$ cat config.mk
export PLATFORM = sky130hd
export DESIGN_NAME = prog_clock_divider_flat
export DESIGN_NICKNAME = d
export VERILOG_FILES = /design/src/rtl/prog_clock_divider_if.sv /design/src/rtl/prog_clock_divider.sv /design/src/flat_wrapper.sv
export SDC_FILE = /design/constraint.sdc
export NUM_CORES = 1
export LEC_CHECK = 0
export ABC_CLOCK_PERIOD_IN_PS = 5100
export BUFFER_PORTS_ARGS = -buffer_cell sky130_fd_sc_hd__buf_4
export CAP_MARGIN = 15
export CORE_AREA = 4 4 130 132
export DETAILED_ROUTE_END_ITERATION = 10
export DIE_AREA = 0 0 134 136
export GPL_TIMING_DRIVEN = 0
export SKIP_LAST_GASP = 1
export SLEW_MARGIN = 30
export SYNTH_ARGS = -nofsm -noshare
export SYNTH_HDL_FRONTEND = slang
export SYNTH_SLANG_ARGS = --single-unit
$ cat constraint.sdc
create_clock -name clock50 -period 5.1 [get_ports clock50]
set_input_delay 0.255 -clock clock50 [delete_from_list [all_inputs] [get_ports clock50]]
set_output_delay 0.255 -clock clock50 [all_outputs]
set_load 0.05 [all_outputs]
$ cat src/rtl/prog_clock_divider_if.sv
// ---------------------------------------------------------------------------
// prog_clock_divider_if
//   Control and status bundle for the programmable clock divider.
//   The master (timer controller or bench) drives the control side and the
//   slave (the divider) drives the status side.
//
//   Control (master -> slave):
//     enable    count enable, low freezes the divider
//     mode      00 off, 01 square, 10 pulse, 11 one-shot
//     div_in    new divisor value
//     div_load  one-cycle strobe capturing div_in as the pending divisor
//     start     one-shot trigger
//   Status (slave -> master):
//     Qn_out    live count, 0..E-1
//     tick      terminal-count tick, high while Qn_out == E-1
//     clock     divided output clock
//     busy      divider is running
//     load_pend a captured divisor is still waiting to be applied
// ---------------------------------------------------------------------------
interface prog_clock_divider_if #(
  parameter int counterWidth = 16
);

  logic                    enable;
  logic [1:0]              mode;
  logic [counterWidth-1:0] div_in;
  logic                    div_load;
  logic                    start;

  logic [counterWidth-1:0] Qn_out;
  logic                    tick;
  logic                    clock;
  logic                    busy;
  logic                    load_pend;

  // The controlling side: drives the knobs, watches the status.
  modport master (
    output enable, mode, div_in, div_load, start,
    input  Qn_out, tick, clock, busy, load_pend
  );

  // The divider itself: reads the knobs, reports its status.
  modport slave (
    input  enable, mode, div_in, div_load, start,
    output Qn_out, tick, clock, busy, load_pend
  );

endinterface

$ cat src/rtl/prog_clock_divider.sv
// ---------------------------------------------------------------------------
// prog_clock_divider
//   Runtime-programmable clock divider / prescaler for the emulator timers.
//   Divides clock50 by an active divisor E and produces a divided square
//   clock (or a one-cycle pulse), a terminal-count tick and the live count.
//   Modes: off, free-run square, free-run pulse, one-shot. A new divisor
//   is held pending and only takes effect at a count wrap, at one-shot
//   completion or while idle, so the output never shows a short phase.
//
//   Ports:
//     clock50  system clock, all logic on its rising edge
//     MR       synchronous active-high master reset, dominates everything
//     bus      prog_clock_divider_if slave modport (control in, status out)
//
//   Parameters:
//     counterWidth  width of the count and of divisors
//     resetDiv      active divisor after reset (values below 2 become 2)
// ---------------------------------------------------------------------------
module prog_clock_divider #(
  parameter int counterWidth = 16,
  parameter int resetDiv     = 2
) (
  input logic                  clock50,
  input logic                  MR,
  prog_clock_divider_if.slave  bus
);

  typedef logic [counterWidth-1:0] cnt_t;

  typedef enum logic {
    IDLE = 1'b0,
    RUN  = 1'b1
  } state_t;

  localparam logic [1:0] MODE_OFF     = 2'b00;
  localparam logic [1:0] MODE_PULSE   = 2'b10;
  localparam logic [1:0] MODE_ONESHOT = 2'b11;

  localparam cnt_t MIN_DIV = cnt_t'(2);
  localparam cnt_t RESET_E = (resetDiv < 2) ? MIN_DIV : cnt_t'(resetDiv);

  state_t     state_q, state_d;
  cnt_t       count_q, count_d;
  logic       clk_q, clk_d;
  logic       tick_q, tick_d;
  cnt_t       div_q, div_d;
  cnt_t       pend_q, pend_d;
  logic       load_pend_q, load_pend_d;
  logic [1:0] mode_q, mode_d;

  logic                  last;
  cnt_t                  nxt;
  logic [counterWidth:0] half;
  logic                  in_high;
  logic                  nxt_is_last;
  logic                  start_ok;
  logic                  apply;

  // Shared arithmetic for the running count. The half-period is computed
  // one bit wider so that E = 2^counterWidth-1 cannot overflow the +1 in
  // ceil(E/2). E is never below 2, so E-1 never underflows.
  assign last        = (count_q == div_q - cnt_t'(1));
  assign nxt         = last ? '0 : count_q + cnt_t'(1);
  assign half        = ({1'b0, div_q} + (counterWidth + 1)'(1)) >> 1;
  assign in_high     = ({1'b0, nxt} < half);
  assign nxt_is_last = (nxt == div_q - cnt_t'(1));
  assign start_ok    = (bus.mode != MODE_OFF) &&
                       ((bus.mode != MODE_ONESHOT) || bus.start);

  // The pending divisor may only replace the active one where no phase
  // is in flight: at the wrap edge of a running count (which also covers
  // one-shot completion) or on any edge while idle.
  assign apply = load_pend_q &&
                 ((state_q == IDLE) || (bus.enable && last));

  // Next-state logic. Divisor bookkeeping runs independently of enable so
  // loads are never lost; a same-cycle load after an apply stays pending.
  // A mode change always drops back to IDLE, even with enable low.
  always_comb begin
    state_d     = state_q;
    count_d     = count_q;
    clk_d       = clk_q;
    tick_d      = tick_q;
    div_d       = div_q;
    pend_d      = pend_q;
    load_pend_d = load_pend_q;
    mode_d      = bus.mode;

    if (apply) begin
      div_d       = pend_q;
      load_pend_d = 1'b0;
    end
    if (bus.div_load) begin
      pend_d      = (bus.div_in < MIN_DIV) ? MIN_DIV : bus.div_in;
      load_pend_d = 1'b1;
    end

    if (bus.mode != mode_q) begin
      state_d = IDLE;
      count_d = '0;
      clk_d   = 1'b0;
      tick_d  = 1'b0;
    end else if (!bus.enable) begin
      tick_d = 1'b0;
    end else begin
      case (state_q)
        IDLE: begin
          count_d = '0;
          clk_d   = 1'b0;
          tick_d  = 1'b0;
          if (start_ok) begin
            state_d = RUN;
            clk_d   = (bus.mode != MODE_PULSE);
          end
        end
        RUN: begin
          if ((bus.mode == MODE_OFF) ||
              ((bus.mode == MODE_ONESHOT) && last)) begin
            state_d = IDLE;
            count_d = '0;
            clk_d   = 1'b0;
            tick_d  = 1'b0;
          end else begin
            count_d = nxt;
            tick_d  = nxt_is_last;
            clk_d   = (bus.mode == MODE_PULSE) ? nxt_is_last : in_high;
          end
        end
        default: begin
          state_d = IDLE;
          count_d = '0;
          clk_d   = 1'b0;
          tick_d  = 1'b0;
        end
      endcase
    end
  end

  // State register. MR restores the reset divisor and discards any
  // pending load along with the rest of the state.
  always_ff @(posedge clock50) begin
    if (MR) begin
      state_q     <= IDLE;
      count_q     <= '0;
      clk_q       <= 1'b0;
      tick_q      <= 1'b0;
      div_q       <= RESET_E;
      pend_q      <= RESET_E;
      load_pend_q <= 1'b0;
      mode_q      <= MODE_OFF;
    end else begin
      state_q     <= state_d;
      count_q     <= count_d;
      clk_q       <= clk_d;
      tick_q      <= tick_d;
      div_q       <= div_d;
      pend_q      <= pend_d;
      load_pend_q <= load_pend_d;
      mode_q      <= mode_d;
    end
  end

  assign bus.Qn_out    = count_q;
  assign bus.tick      = tick_q;
  assign bus.clock     = clk_q;
  assign bus.busy      = (state_q == RUN);
  assign bus.load_pend = load_pend_q;

endmodule
$ cat src/flat_wrapper.sv
// flat-port wrapper written by rule: the top's interface ports become plain ports
module prog_clock_divider_flat 
#(
  parameter int counterWidth = 16,
  parameter int resetDiv     = 2
)
  (clock50, MR, bus_enable, bus_mode, bus_div_in, bus_div_load, bus_start, bus_Qn_out, bus_tick, bus_clock, bus_busy, bus_load_pend);
  prog_clock_divider_if #(.counterWidth(counterWidth)) bus_i ();
  input logic clock50;
  input logic MR;
  input wire logic [$bits(bus_i.enable)-1:0] bus_enable;
  input wire logic [$bits(bus_i.mode)-1:0] bus_mode;
  input wire logic [$bits(bus_i.div_in)-1:0] bus_div_in;
  input wire logic [$bits(bus_i.div_load)-1:0] bus_div_load;
  input wire logic [$bits(bus_i.start)-1:0] bus_start;
  output wire logic [$bits(bus_i.Qn_out)-1:0] bus_Qn_out;
  output wire logic [$bits(bus_i.tick)-1:0] bus_tick;
  output wire logic [$bits(bus_i.clock)-1:0] bus_clock;
  output wire logic [$bits(bus_i.busy)-1:0] bus_busy;
  output wire logic [$bits(bus_i.load_pend)-1:0] bus_load_pend;
  assign bus_i.enable = bus_enable;
  assign bus_i.mode = bus_mode;
  assign bus_i.div_in = bus_div_in;
  assign bus_i.div_load = bus_div_load;
  assign bus_i.start = bus_start;
  assign bus_Qn_out = bus_i.Qn_out;
  assign bus_tick = bus_i.tick;
  assign bus_clock = bus_i.clock;
  assign bus_busy = bus_i.busy;
  assign bus_load_pend = bus_i.load_pend;
  prog_clock_divider #(.counterWidth(counterWidth), .resetDiv(resetDiv)) u_core (.clock50(clock50), .MR(MR), .bus(bus_i));
endmodule
==> reports/metrics.cfg <==
[run_status]
status=finished, final reports clean

[final_layout]
final_cell_count_no_fill=793
fillCellCount=1684
area_growth_pct=16.0
register_area_sq_mm=0.00108
antenna_cells=0
multiInputGateArea_sq_mm=0.00302
finish.utilization_pct=32.2
drive_above_1_share_pct=13.0
nets=616

[min_path]
hold_class=input port to register
whs_endpoint=u_core.pend_q[1]
hold_start=bus_div_in[1]
whs_path_depth=3

[timing]
fin_setup_tns_ns=0
maxSlewViolCount=0
fin_crit_ns=4.67
finalSetupViolCount=0
max_freq_mhz=214
rsz0062_at_grt=no
maxSlewHeadroom_pct=39.1
worst_slew_pin_slew_ns=0.905
fin_skew_ns=0.00978
fin_hold_ws_ns=0.188
finalCritPeriodShare_pct=91.6
finalHoldViolations=0

[routing]
vias=4008
ant_nets=0
routedWlPerCell_um=15.4
vias_per_cell=5.05
route.detailed.drc=0
totalWireLength_um=12200
dr.first_iter.drc_count=280
firstDrtPassIters=5

[pwr]
p_leak_nw=2.10
p_per_area_mw_per_mm2=195
vdd_drop_max_uv=116

[critical_path]
cp_data_arrival_time_ns=4.93
r2r_slack_ns=0.43
startpoint_type=register
worstPathRequired_ns=5.36
worst-setup-path-type=register to register
rr_worst_depth=19
critPathCaptureType=register
r2r_start=u_core.div_q[0]
r2r_end=u_core.bus.clock
critPathMaxFanout=18

[die]
initial_utilization_pct=27.7
ios=43
core_sq_mm=0.0157
die_area_sq_mm=0.0182
die_x_um=134
die_h_um=136
row_count=46

[yosys]
synth_area_sq_mm=0.00436
ys_types=69
synth_async_sr_flop_share_pct=0
synth_edf_count=0
ys_seq_elements=54
avgSynthCellArea_sq_um=8.16
synth_cells=534
ys_warn_count=0
yosysSeqAreaShare_pct=24.8
syn_nets=574
synthFlopType=dfxtp_1

[clock_network]
htree_levels=2
cts_tree=yes
cts_root_buffer=clkbuf_16
clk_pin_slew_ns=0.08
clock_latency_ns=0.31
numCtsBuffers=5
cts_num_sinks=54
cts_max_path_buffers=2
postCtsHoldBufs=0

[placed_design]
dp_hpwl_um=9780
port_buffers=37
placed_cells_incl_taps=787
gp_congestion=0.922

[grt]
overflow=0
grt_pass1_vias=3759
grt_max_degree=19
grt_first_pass_wirelength_um=20000
antenna_found_initial=0
grt_usage_pct=13.5

[flow_run]
maxCapViolCount=0

## layout by cell type (no fill, tap or decap), types with 12 or more instances in the layout
master / count
dfxtp_1: 54
nand4_1: 19
nor3_1: 12
clkbuf_1: 18
xnor2_1: 31
mux2i_1: 31
o21ai_0: 25
ha_1: 17
nand3_1: 17
nor4_1: 14
nand2_1: 42
xor2_1: 28
nor2_1: 63
buf_4: 38
## registers in the layout, summed over array words and instances, names as in the netlist
signal / flops
u_core.bus.tick: 1
u_core.pend_q: 16
u_core.bus.load_pend: 1
u_core.mode_q: 2
u_core.bus.clock: 1
u_core.bus.Qn_out: 16
u_core.div_q: 16
u_core.bus.busy: 1
## logic make-up (layout without fill, tap and decap cells)
logic type | count (synthesis) | count (layout) | synth area share (%)
AOI/OAI and AO/OA | 85 | 85 | 13.7
xor gates and xnor gates | 63 | 63 | 13.8
adders and majority gates | 17 | 17 | 4.88
buffers and inverters | 49 | 92 | 5.83
DFF | 54 | 54 | 24.8
muxes | 31 | 31 | 7.12
and+or+nand+nor | 235 | 235 | 29.9
## cell usage after synthesis (6+ instances only)
cell,instances,area [sq um]
a21o_1,6,45.0
dfxtp_1,54,1080
clkbuf_1,20,75.1
nor4_1,14,87.6
xor2_1,28,245
and4_1,7,61.3
ha_1,17,213
nor2_1,63,236
nand3_1,17,85.1
buf_6,7,78.8
xnor2_1,31,272
buf_2,11,55.1
nor2b_1,11,68.8
nand4_1,19,119
a21oi_1,10,50.1
nor3_1,12,60.1
nand2b_1,7,43.8
inv_1,7,26.3
o21ai_0,25,125
mux2i_1,31,310
and3_1,11,68.8
nand2_1,42,158
## critical path: stages, from the launching register on
cell       delay (ns)
dfxtp_1          0.37
buf_2            0.29
inv_1            0.09
ha_1             0.34
xnor2_1          0.38
xor2_1           0.28
o2111ai_1        0.15
and4bb_1         0.32
and4_1           0.20
buf_6            0.18
nor2_1           0.07
ha_1             0.34
a21o_1           0.18
a21o_1           0.17
a21oi_1          0.16
nor2_1           0.05
a2111oi_0        0.38
nor2_1           0.08
a2111oi_0        0.38
o31a_1           0.18
## per-stage QoR
stage               cell area, sq um  setup slack, ns  total power, W
global route                    5050           0.0165         0.00103
finish                          5050            0.428        0.000988
detailed placement              4910       -0.0000671        0.000622
CTS                             5060            0.356        0.000995
global placement                4910           -0.177        0.000621
floorplan                       4360            0.862        0.000573
## layer usage
| metal | global-route usage (%) | wire length, um |
|---|---|---|
| met1 | 19.9 | 6230 |
| met2 | 20.7 | 5190 |
| met3 | 2.07 | 623 |
| met4 | 3.09 | 146 |
| met5 | 0 | 0 |
## repair_timing
item                                    4_1_cts  5_1_grt
buffers inserted                              0        0
gates resized for setup                       0        0
endpoints found under the setup margin        1        1
pin swaps                                     0        0
## worst max-delay path by stage
stage          slack [ns]  cells after the start          endpoint             from
2_1_floorplan        0.86                     21  u_core.bus.clock  u_core.div_q[0]
3_3_place_gp        -0.18                     21  u_core.bus.clock  u_core.div_q[0]
3_5_place_dp     -0.00007                     21  u_core.bus.clock  u_core.div_q[0]
4_1_cts              0.36                     20  u_core.bus.clock  u_core.div_q[0]
5_1_grt              0.02                     19  u_core.bus.clock  u_core.div_q[0]
6_report             0.43                     19  u_core.bus.clock  u_core.div_q[0]
## power breakdown
| part | internal (W) | switching (W) | total, W |
|---|---|---|---|
| sequential | 0.000434 | 0.00000946 | 0.000443 |
| clock | 0.000198 | 0.000178 | 0.000376 |
| combinational | 0.0000719 | 0.0000965 | 0.000168 |
## area by class of cell
| cell class | count | share of cell area [%] |
|---|---|---|
| plain buffers | 40 | 4.36 |
| well taps | 216 | 5.35 |
| clock inverters | 2 | 0.322 |
| clock buffers | 6 | 2.75 |
| flip-flops and latches | 54 | 21.4 |
| inverters | 7 | 0.520 |
| multi-input cells | 431 | 59.8 |
| repair buffers | 37 | 5.50 |
No activity file was read; power rests on OpenSTA's default activity.
